`src/rtl/bus_hold_arbiter.sv`:
```
// ============================================================================
// Module   : bus_hold_arbiter
// Brief    : Round-robin HOLD/HLDA bus arbiter for the 8088 local bus.
//            Optional tenure limit enabled by macro BUS_HOLD_TENURE_EN.
// Revision : 1.0 - initial release
// ============================================================================
`default_nettype none

module bus_hold_arbiter #(
  parameter int NREQ       = 4,
  parameter int MAX_TENURE = 64,
  parameter int CNT_W      = 7
) (
  input  logic            CLK,
  input  logic            RESET,
  input  logic [NREQ-1:0] REQ,
  input  logic            HLDA,
  output logic            HOLD,
  output logic [NREQ-1:0] GNT,
  output logic            BUSY,
  output logic            PREEMPT,
  output logic            ERR
);

  localparam int c_PW = $clog2(NREQ);

  localparam logic [1:0] c_IDLE     = 2'd0;
  localparam logic [1:0] c_HOLD_REQ = 2'd1;
  localparam logic [1:0] c_GRANTED  = 2'd2;
  localparam logic [1:0] c_RELEASE  = 2'd3;

  if (NREQ < 2 || NREQ > 8 || MAX_TENURE < 1 || (2**CNT_W) <= MAX_TENURE) begin : g_param_check
    $error("bus_hold_arbiter: illegal parameter combination");
  end

  logic [1:0]      r_state;
  logic [1:0]      w_next;
  logic [c_PW-1:0] r_winner;
  logic [c_PW-1:0] r_rr_ptr;
  logic [c_PW-1:0] w_pick;
  logic            w_found;
  logic            w_win_req;
  logic            w_limit;
  logic [NREQ-1:0] w_win_oh;

  logic            r_hold;
  logic [NREQ-1:0] r_gnt;
  logic            r_busy;
  logic            r_preempt;
  logic            r_err;
  logic            w_hold_d;
  logic [NREQ-1:0] w_gnt_d;
  logic            w_busy_d;
  logic            w_preempt_d;
  logic            w_err_d;

  assign w_win_req = REQ[r_winner];
  assign w_win_oh  = {{(NREQ-1){1'b0}}, 1'b1} << r_winner;

  // First set request at or above the pointer, else the lowest set request.
  always_comb begin
    w_pick  = r_rr_ptr;
    w_found = 1'b0;
    for (int i = 0; i < NREQ; i++) begin
      if (!w_found && REQ[i] && (i >= int'(r_rr_ptr))) begin
        w_pick  = c_PW'(i);
        w_found = 1'b1;
      end
    end
    for (int i = 0; i < NREQ; i++) begin
      if (!w_found && REQ[i]) begin
        w_pick  = c_PW'(i);
        w_found = 1'b1;
      end
    end
  end

`ifdef BUS_HOLD_TENURE_EN
  logic [CNT_W-1:0] r_cnt;

  always_ff @(posedge CLK) begin
    if (!RESET) begin
      r_cnt <= '0;
    end else if (r_state == c_IDLE && |REQ) begin
      r_cnt <= '0;
    end else if (r_state == c_GRANTED && r_cnt != {CNT_W{1'b1}}) begin
      r_cnt <= r_cnt + 1'b1;
    end
  end

  assign w_limit = (r_cnt == CNT_W'(MAX_TENURE - 1));
`else
  assign w_limit = 1'b0;
`endif

  // State register
  always_ff @(posedge CLK) begin
    if (!RESET) begin
      r_state <= c_IDLE;
    end else begin
      r_state <= w_next;
    end
  end

  // Next-state logic
  always_comb begin
    w_next = r_state;
    case (r_state)
      c_IDLE: begin
        if (|REQ) w_next = c_HOLD_REQ;
      end
      c_HOLD_REQ: begin
        if (HLDA) w_next = w_win_req ? c_GRANTED : c_RELEASE;
      end
      c_GRANTED: begin
        if (!HLDA || !w_win_req || w_limit) w_next = c_RELEASE;
      end
      c_RELEASE: begin
        if (!HLDA) w_next = c_IDLE;
      end
      default: w_next = c_IDLE;
    endcase
  end

  // Output logic: values presented in the state being entered
  always_comb begin
    w_hold_d    = (w_next == c_HOLD_REQ) || (w_next == c_GRANTED);
    w_gnt_d     = (w_next == c_GRANTED) ? w_win_oh : '0;
    w_busy_d    = (w_next != c_IDLE);
    w_preempt_d = (r_state == c_GRANTED) && HLDA && w_win_req && w_limit;
    w_err_d     = r_err || ((r_state == c_GRANTED) && !HLDA);
  end

  always_ff @(posedge CLK) begin
    if (!RESET) begin
      r_hold    <= 1'b0;
      r_gnt     <= '0;
      r_busy    <= 1'b0;
      r_preempt <= 1'b0;
      r_err     <= 1'b0;
    end else begin
      r_hold    <= w_hold_d;
      r_gnt     <= w_gnt_d;
      r_busy    <= w_busy_d;
      r_preempt <= w_preempt_d;
      r_err     <= w_err_d;
    end
  end

  // Winner is frozen for the tenure; pointer moves past it once the CPU reclaims the bus.
  always_ff @(posedge CLK) begin
    if (!RESET) begin
      r_winner <= '0;
      r_rr_ptr <= '0;
    end else begin
      if (r_state == c_IDLE && |REQ) begin
        r_winner <= w_pick;
      end
      if (r_state == c_RELEASE && !HLDA) begin
        r_rr_ptr <= (r_winner == c_PW'(NREQ - 1)) ? '0 : r_winner + 1'b1;
      end
    end
  end

  assign HOLD    = r_hold;
  assign GNT     = r_gnt;
  assign BUSY    = r_busy;
  assign PREEMPT = r_preempt;
  assign ERR     = r_err;

endmodule

`default_nettype wire

```
`config.mk`:
```
export PLATFORM = sky130hd
export DESIGN_NAME = bus_hold_arbiter
export DESIGN_NICKNAME = d
export VERILOG_FILES = /design/src/rtl/bus_hold_arbiter.sv
export SDC_FILE = /design/constraint.sdc
export NUM_CORES = 1
export LEC_CHECK = 0
export CAP_MARGIN = 20
export CORE_MARGIN = 5
export CORE_UTILIZATION = 47
export DETAILED_ROUTE_END_ITERATION = 6
export PLACE_DENSITY_LB_ADDON = 0.12
export SLEW_MARGIN = 20
export SYNTH_ARGS = -nofsm -noshare
export SYNTH_HDL_FRONTEND = slang
export SYNTH_SLANG_ARGS = --single-unit
```
`constraint.sdc`:
```
create_clock -name CLK -period 2.42 [get_ports CLK]
set_input_delay 0.484 -clock CLK [delete_from_list [all_inputs] [get_ports CLK]]
set_output_delay 0.484 -clock CLK [all_outputs]
set_load 0.02 [all_outputs]
```
==> impl_results.md <==
* Outcome: completed
* Core region area at approximately 1300 um2
* CTS root buf: sky130_fd_sc_hd__clkbuf_4
* Synthesized netlist cell count at 67
* Final global-route overflow total at 0
* Fraction of final layout cells with drive strength greater than 1 at 0.131
* Top area cells in the synthesized netlist: sky130_fd_sc_hd__dfxtp_1 40%, sky130_fd_sc_hd__ha_1 5.8%, sky130_fd_sc_hd__nor2b_1 4.8%
* Total Negative Setup Slacks at 0 ns
* Drt initial violations at 5
* Family with the most delay on the worst path: multiplexers
* Number of clock buffers inserted by TritonCTS at 3
* TritonCTS clock tree: done
* Number of distinct library cells after synthesis at 29
* Largest voltage drop on the vdd net at between 0.0003 and 0.0004 V
* Largest stage delay on the critical path at 0.50 ns
* Count of endpoints failing hold in the final timing report at 0
* H-tree depth reported by CTS at 1
* Effective utilization at floorplan at 0.499
* Launch point of the worst reg-to-reg path: r_winner[0]$_SDFFE_PN0P_
* # clock sinks at 13
* Proportion of register bits with asynchronous set or reset after synthesis at 0
* Leading cell types by count after synthesis: 13 x sky130_fd_sc_hd__dfxtp_1, 5 x sky130_fd_sc_hd__nor2b_1, 4 x sky130_fd_sc_hd__nand2b_1, 4 x sky130_fd_sc_hd__nor2_1
* Critical Path Slowest Stage Cell: sky130_fd_sc_hd__mux4_2
* IO buf count at 13
* Unrepaired setup endpoints after global routing: no
* Detail Placement HPWL at around 1000 um
* Maximum fanout along the worst path at 5
* Number of cells in the finished layout apart from fillers at 99
* Cell-by-cell trace of the critical path: clkdlybuf4s50_1 -> mux4_2 -> a221oi_2 -> nor2_1 -> ha_1 -> and2_1
* Antenna Cells at 0
* Termination of the worst setup path: HOLD$_SDFF_PN0_
* Final number of max-transition violations at 0
* Latest clock arrival within the worst-skew pair at 0.27 ns
* Share of synthesized area occupied by flip-flops and latches at 0.401
* Die W at between 40 and 50 um
* Type of the worst setup path: in2reg
* Fraction of the cycle the final worst path needs at 0.862
* Most common flop cell mapped by yosys: sky130_fd_sc_hd__dfxtp_1
* Peak Freq at 479 MHz
* Post-CTS resize count at 0
* Synthesis-to-layout area growth at 27.4%
* Overall global routing resource usage at 0.143
* Floorplan die area at 2230 um2
* Fraction of the mapped netlist area in simple logic gates at 0.262
* Worst setup slack for register-to-register paths at roughly 0.5 ns
* Placed cell count at between 90 and 100
* Hold buffer count at cts at 0
* Complex-gate fraction of the synthesized area at 0.160
* Count of antenna-violating nets left after detailed routing at 0
* Synth Warn # at 0
* Cell type with the highest aggregate area in the netlist: sky130_fd_sc_hd__dfxtp_1
* End-of-flow core utilization at 0.636
* Critical Path Stages at 6
* Ratio of routed vias to standard cells at 5.30
* Synthesized Nets at 77
* Maxcap violations at 0
* Nets at 95
* Via count of the first global-routing pass at around 520
* Number of antenna violations at the first check in global routing at 0
* Required time at the endpoint of the critical path at 2.59 ns
* Num rows at 13
* Mean post-synth cell area at 9.69 um2
* Number of iterations in the first detailed-routing pass at 3
* Buffers and inverters on the worst path at 1
* Critical path data arrival time at between 2 and 2.5 ns
* Remaining routing DRC violations at 0
* Wire length of the first global-routing pass at 2230 um
* Number of placed I/O pins at 15
* Reg2Reg Capture Point: HOLD$_SDFF_PN0_
* Time the final worst path needs with I/O delays and setup at 2.09 ns
* Area fraction of the dominant cell type after synthesis at 0.401
* Weighted congestion reported at the end of routability-driven placement at 0.721
* Total via count in the routed design at ~530
* WL final at ~1300 um
* Final-report setup violation count at 0
* Arithmetic-cell share of the synthesized area counting full adders, half adders and majority gates at 0.0578
* Clock transition time at the flip-flop clock pins of the worst setup and hold paths at 0.08 ns
* Count of flip-flops with a built-in enable after synthesis at 0
* Setup repair bufs after CTS at 0
* Portion of netlist area occupied by mux cells at 0.0655
* Path class of the lowest-slack min-delay path: reg2reg
* Leakage power total at 0.335 nW
* PwrDens at 568 nW/um2
* Critical path capture point type: flop
* Startpoint types: input pin
* Number of cell instances on the worst register-to-register path at 5
* Combinational family with the most area after synthesis: simple AND/OR/NAND/NOR gates
* Pin count of the biggest net entering global routing at 14
* Post-synth design cell area at 649 um2
* Dominant cell by count in the synthesized netlist: sky130_fd_sc_hd__dfxtp_1
* Launch point of the worst path: REQ[3]
* Clock Tree Buf Depth at 2
* Register bit count reported by yosys at 13
* XOR/XNOR Fraction of Synth Area at 0
* Wire length per cell at 12.7 um
* Maximum clock skew at final layout at 0.00508 ns
* Die span in y at 47.2 um
worst min-delay path by stage:
stage | startpoint | end | slack, ns | cells past startpoint
after global routing | ERR$_SDFF_PN0_ | ERR$_SDFF_PN0_ | 0.51 | 1
final | ERR$_SDFF_PN0_ | ERR$_SDFF_PN0_ | 0.47 | 1
after detailed placement | ERR$_SDFF_PN0_ | ERR$_SDFF_PN0_ | 0.46 | 1
after floorplan | r_rr_ptr[0]$_SDFFE_PN0P_ | r_rr_ptr[0]$_SDFFE_PN0P_ | 0.46 | 2
after CTS | ERR$_SDFF_PN0_ | ERR$_SDFF_PN0_ | 0.48 | 1
after global placement | ERR$_SDFF_PN0_ | ERR$_SDFF_PN0_ | 0.45 | 1
worst register-to-register path, stage by stage (launching register included):
cell and delay, ns:
sky130_fd_sc_hd__dfxtp_1 0.47, sky130_fd_sc_hd__mux4_2 0.55, sky130_fd_sc_hd__a221oi_2 0.28, sky130_fd_sc_hd__nor2_1 0.10, sky130_fd_sc_hd__ha_1 0.29, sky130_fd_sc_hd__and2_1 0.15
stage by stage:
stage / area (um2) / worst slack, ns / hold slack, ns / power (mW)
global route: 827 / 0.271 / 0.509 / 0.505
finish: 827 / 0.334 / 0.469 / 0.469
detailed placement: 801 / 0.0487 / 0.459 / 0.345
floorplan: 649 / 0.621 / 0.457 / 0.307
global placement: 801 / 0.0787 / 0.449 / 0.344
CTS: 827 / 0.340 / 0.477 / 0.477
state kept, by name, summed over array words and instances, names as in the netlist:
register and flops:
r_state 2, GNT 4, BUSY 1, HOLD 1, r_rr_ptr 2, ERR 1
r_winner 2
metal layers:
layer  GRT usage  routed length [um]  up-vias  share of wire
li1            -                   -      274              -
met1       0.183                 595      240           0.47
met2       0.225                 580        9           0.46
met3      0.0575                  64        2          0.051
met4      0.0331                  13        0          0.010
met5           0                   0        -              0
cell usage in the layout (no fill, tap or decap), drive strengths merged:
master / count
a21boi: 3
a21oi: 2
a221oi: 1
and2: 1
and4b: 1
buf: 3
clkbuf: 4
clkdlybuf4s50: 13
conb: 1
dfxtp: 13
ha: 3
inv: 3
mux2i: 2
mux4: 1
nand2: 3
nand2b: 4
nand3: 1
nand3b: 1
nand4: 1
nor2: 4
nor2b: 5
nor3: 3
nor4: 1
o21a: 2
o311ai: 2
o31ai: 1
o41ai: 1
or2: 1
or3: 1
or3b: 2
power by group:
group	leakage [nW]	switching [mW]	internal [mW]	total, mW
Combinational	0.214	0.0462	0.0502	0.0964
Clock	0.0150	0.0661	0.0638	0.130
Sequential	0.106	0.0152	0.228	0.243
cell type report:
cell class                      instances  area (um2)
Sequential cell                        13         260
Fill cell                             120         474
Tap cell                               15        18.8
Multi-Input combinational cell         48         358
Clock buffer                            4        26.3
Inverter                                3        11.3
Timing Repair Buffer                   16         153
kinds of logic after synthesis:
logic type,count (synthesis)
buf+inv,6
mux,3
simple gates,29
flops,13
compound gates,12
fa+ha+maj,3
other cells,1
(Power assumes the default switching activity.)
==> patch 1 (same flow settings) <==
Change the parameter `NREQ` from 4 to 8.
--- a/src/rtl/bus_hold_arbiter.sv
+++ b/src/rtl/bus_hold_arbiter.sv
@@ -7,7 +7,7 @@
 `default_nettype none
 
 module bus_hold_arbiter #(
-  parameter int NREQ       = 4,
+  parameter int NREQ       = 8,
   parameter int MAX_TENURE = 64,
   parameter int CNT_W      = 7
 ) (
Ports: changed (resized GNT and REQ); port bits go from 15 to 23. The function was not compared with the original's and may differ.
==> patch 1 against the unedited design <==
Routed wire length grew 130%. Setup slack gained 38 ps. Register-to-register slack lost 80 ps. Power grew 53%. Sequential cell count grew 6. Area after synthesis grew 92%. Design area grew 87%. Global-route usage grew 3.3 points. Critical path type unchanged.
==> patch 1: results (changes against the unedited design) <==
[cells_and_area]
n_fill_cell = 233  ; +94%
largest_reg_flops = 8  ; +4
layout-drive-gt1-share_pct = 20.1  ; +7.0 points

[worst_setup_path]
critPathLaunch = REQ[7]
path_max_fanout = 4  ; -1
r2r_cells = 7  ; +2
rrSetupSlack_ps = 420  ; -80 ps
cp.arrival_ps = 2240  ; -20 ps
max_stage_delay_ps = 460  ; -40 ps

[detailed_routing]
first_pass_iters = 4  ; +1
drt_wl_total_um = 2940  ; +130%

[sta]
clock_skew_ps = 3.38  ; -1.69 ps

[placed_design]
place_ws_ps = 61.4  ; +12.8 ps
dpl_cell_area_um2 = 1520  ; +90%
port_buffers = 21  ; +8

[logic_synthesis]
synth_fp_nets = 161  ; +110%
synth.top_cells.by_count = nor2_1, dfxtp_1, nand2_1
synthDistinctLibCells = 48  ; +66%
synthTopCellsByArea = dfxtp_1, nor2_1, ha_1, mux4_2, nand2_1

[outcome]
status = finished, final reports clean

[global_route]
grt_pass1_vias = 1114  ; +110%
track_usage_pct = 17.6  ; +3.3 points
met3_usage_pct = 3.56  ; -2.2 points

[pwr]
ir_drop_v = 0.000481  ; +26%
p_leak_nw = 0.638  ; +91%
p_int_uw = 502  ; +47%

[hold_path]
hold-path-cell-count = 2  ; +1

-- patch 1: cell types whose count changed in the layout (fill, tap and decap cells not counted), moves of 4 or more --
cell and delta:
nor2_1 +23, ha_1 +4, clkdlybuf4s50_1 +8, o21ai_0 +6
dfxtp_1 +6, nand2_1 +8, buf_4 +10, inv_1 +5
-- patch 1: power groups by stage --
stage | logic [mW] | clock network [mW] | registers, mW
6_report | 0.213 | 0.154 | 0.353
5_1_grt | 0.234 | 0.177 | 0.357
4_1_cts | 0.213 | 0.160 | 0.353
3_5_place_dp | 0.211 | 0 | 0.361
3_3_place_gp | 0.206 | 0 | 0.360
2_1_floorplan | 0.126 | 0 | 0.364
-- patch 1: worst max path at each step --
stage               cells past startpoint                 to
detailed placement                      7    HOLD$_SDFF_PN0_
floorplan                               7    HOLD$_SDFF_PN0_
finish                                  8  GNT[3]$_SDFF_PP0_
CTS                                     8  GNT[3]$_SDFF_PP0_
global placement                        7    HOLD$_SDFF_PN0_
global route                            8  GNT[6]$_SDFF_PN0_
-- patch 1: worst min-delay path, cell delays in order (launching register included) --
cell and delay (ps):
dfxtp_1 340, nor2_1 50, nor2_1 70
-- patch 1: stage by stage --
stage               cells  utilization (%)
finish                204             62.0
global route          204             62.0
CTS                   204             62.0
detailed placement    200             60.9
global placement      200             60.9
floorplan             143                -
-- patch 1: area by class of cell --
class | instances | share of cell area (%)
flip-flops and latches | 19 | 24.5
clock inverters | 1 | 0.323
well taps | 30 | 2.42
clock buffers | 3 | 1.45
inverters | 8 | 1.94
multi-input cells | 109 | 49.5
repair buffers | 34 | 19.9
-- patch 1: kinds of logic after synthesis --
family,Yosys count,share of synthesized area [%]
muxes,4,5.22
DFF,19,30.5
buffers and inverters,15,8.02
and+or+nand+nor,58,23.3
other,1,0.301
adders and majority gates,7,7.02
AOI/OAI and AO/OA,39,25.7
-- patch 1: routing by layer --
| layer | vias up | part of all wire (%) |
|---|---|---|
| met5 | - | 0 |
| met4 | 0 | 1.7 |
| met3 | 4 | 7.7 |
| met2 | 44 | 45 |
| met1 | 520 | 45 |
| li1 | 571 | - |
==> patch 2 (same flow settings) <==
Made on the original files. Put one more register stage on the output `ERR`, cleared by the reset. The value now appears one clock later. The other outputs are not delayed to match.
--- a/src/rtl/bus_hold_arbiter.sv
+++ b/src/rtl/bus_hold_arbiter.sv
@@ -166,7 +166,13 @@
   assign GNT     = r_gnt;
   assign BUSY    = r_busy;
   assign PREEMPT = r_preempt;
-  assign ERR     = r_err;
+  always_ff @(posedge CLK) begin
+    if (!RESET) begin
+      ERR <= '0;
+    end else begin
+      ERR <= r_err;
+    end
+  end
 
 endmodule
 
Formal check against the unedited RTL: not equivalent (a bounded check fails within 4 cycles, from zero or initial values and one cycle with RESET low).
==> patch 2 against the unedited design <==
Setup slack gained 59 ps. Clock skew down 3.4 ps. Count of clock-buffer cells in the layout down 1. Power is 2.8% higher. Critical path depth is the same. Critical endpoint unchanged. Highest routed layer unchanged. Largest cell class unchanged. Design area rose by 3.6%. Area after synthesis rose by 2.7%. Sequential cell count rose by 1. Synthesized cell count is 4.5% higher. Final cell count up 4.0%. Routed wire length grew 6.5%.
==> patch 2: results (changes against the unedited design) <==
[outcome]
status = finished, final reports clean

[cells_and_area]
layout-drive-gt1-share_pct = 13.6  ; +0.54 points
buffer_area_share_pct = 19.6  ; +1.1 points
n_clock_buffer = 3  ; -1
multi_input_cells = 50  ; +4.2%
final-clk-cell-share_pct = 2.63  ; -0.55 points
multi_input_area_um2 = 357  ; -0.35%

[pwr]
ir_drop_v = 0.000335  ; -12%
power.switching_uw = 128  ; +0.66%
pg_comb_uw = 99.0  ; +2.7%

[detailed_routing]
dr_wl_met3_um = 92  ; +44%
drt_wl_total_um = 1340  ; +6.5%
first_pass_iters = 4  ; +1
routedWlPerCell_um = 13.0  ; +2.4%
met1_length_um = 581  ; -2.4%
wl_met2_um = 646  ; +11%

[logic_synthesis]
synthMuxAreaShare_pct = 6.38  ; -0.17 points
synth-compound-area-share_pct = 15.4  ; -0.61 points
synthDistinctLibCells = 26  ; -10%
syn_inst = 70  ; +4.5%
synth_fa_ha_area_share_pct = 5.63  ; -0.15 points
seq_area_frac_synth_pct = 42.0  ; +1.9 points
synth_fp_nets = 80  ; +3.9%

[placed_design]
place_ws_ps = 104  ; +54.9 ps
dp_hpwl_um = 1070  ; +9.9%
gp_congestion = 0.820  ; +14%
dpl_cell_area_um2 = 835  ; +4.2%

[hold_path]
hp-start = r_err$_SDFF_PN0_

[global_route]
met1_usage_pct = 17.2  ; -1.1 points
use_met2_pct = 23.8  ; +1.3 points
track_usage_pct = 14.2  ; -0.066 points
grt_pass1_vias = 546  ; +5.2%

[sta]
clock_skew_ps = 1.65  ; -3.43 ps
fin_crit_ps = 2030  ; -59.0 ps

[cts]
clock_sinks = 14  ; +1

[worst_setup_path]
path_max_fanout = 2  ; -3
cp.arrival_ps = 2190  ; -70 ps

[patch 2: cell count changes in the layout (fill, tap and decap cells not counted), moves of 2 or more]
cell,before,now
nor3b_1,0,2
nor2b_1,5,7
or3b_1,2,0
buf_4,3,5
o41ai_1,0,2
[patch 2: worst max-delay path, stage by stage]
cell             delay, ps
clkdlybuf4s50_1        410
mux4_2                 480
a221oi_2               270
nor2_1                 100
ha_1                   290
and2_1                 150
[patch 2: how the worst min path moves through the flow]
| stage | end | cells past startpoint |
|---|---|---|
| after floorplan | r_err$_SDFF_PN0_ | 1 |
| after global placement | r_err$_SDFF_PN0_ | 1 |
| after detailed placement | r_err$_SDFF_PN0_ | 1 |
| after CTS | r_err$_SDFF_PN0_ | 1 |
| after global routing | r_err$_SDFF_PN0_ | 1 |
| final | r_err$_SDFF_PN0_ | 1 |
[patch 2: cell families after synthesis]
logic type | after synthesis
simple gates | 30
flops | 14
compound gates | 13
buf+inv | 6
mux | 3
fa+ha+maj | 3
other cells | 1
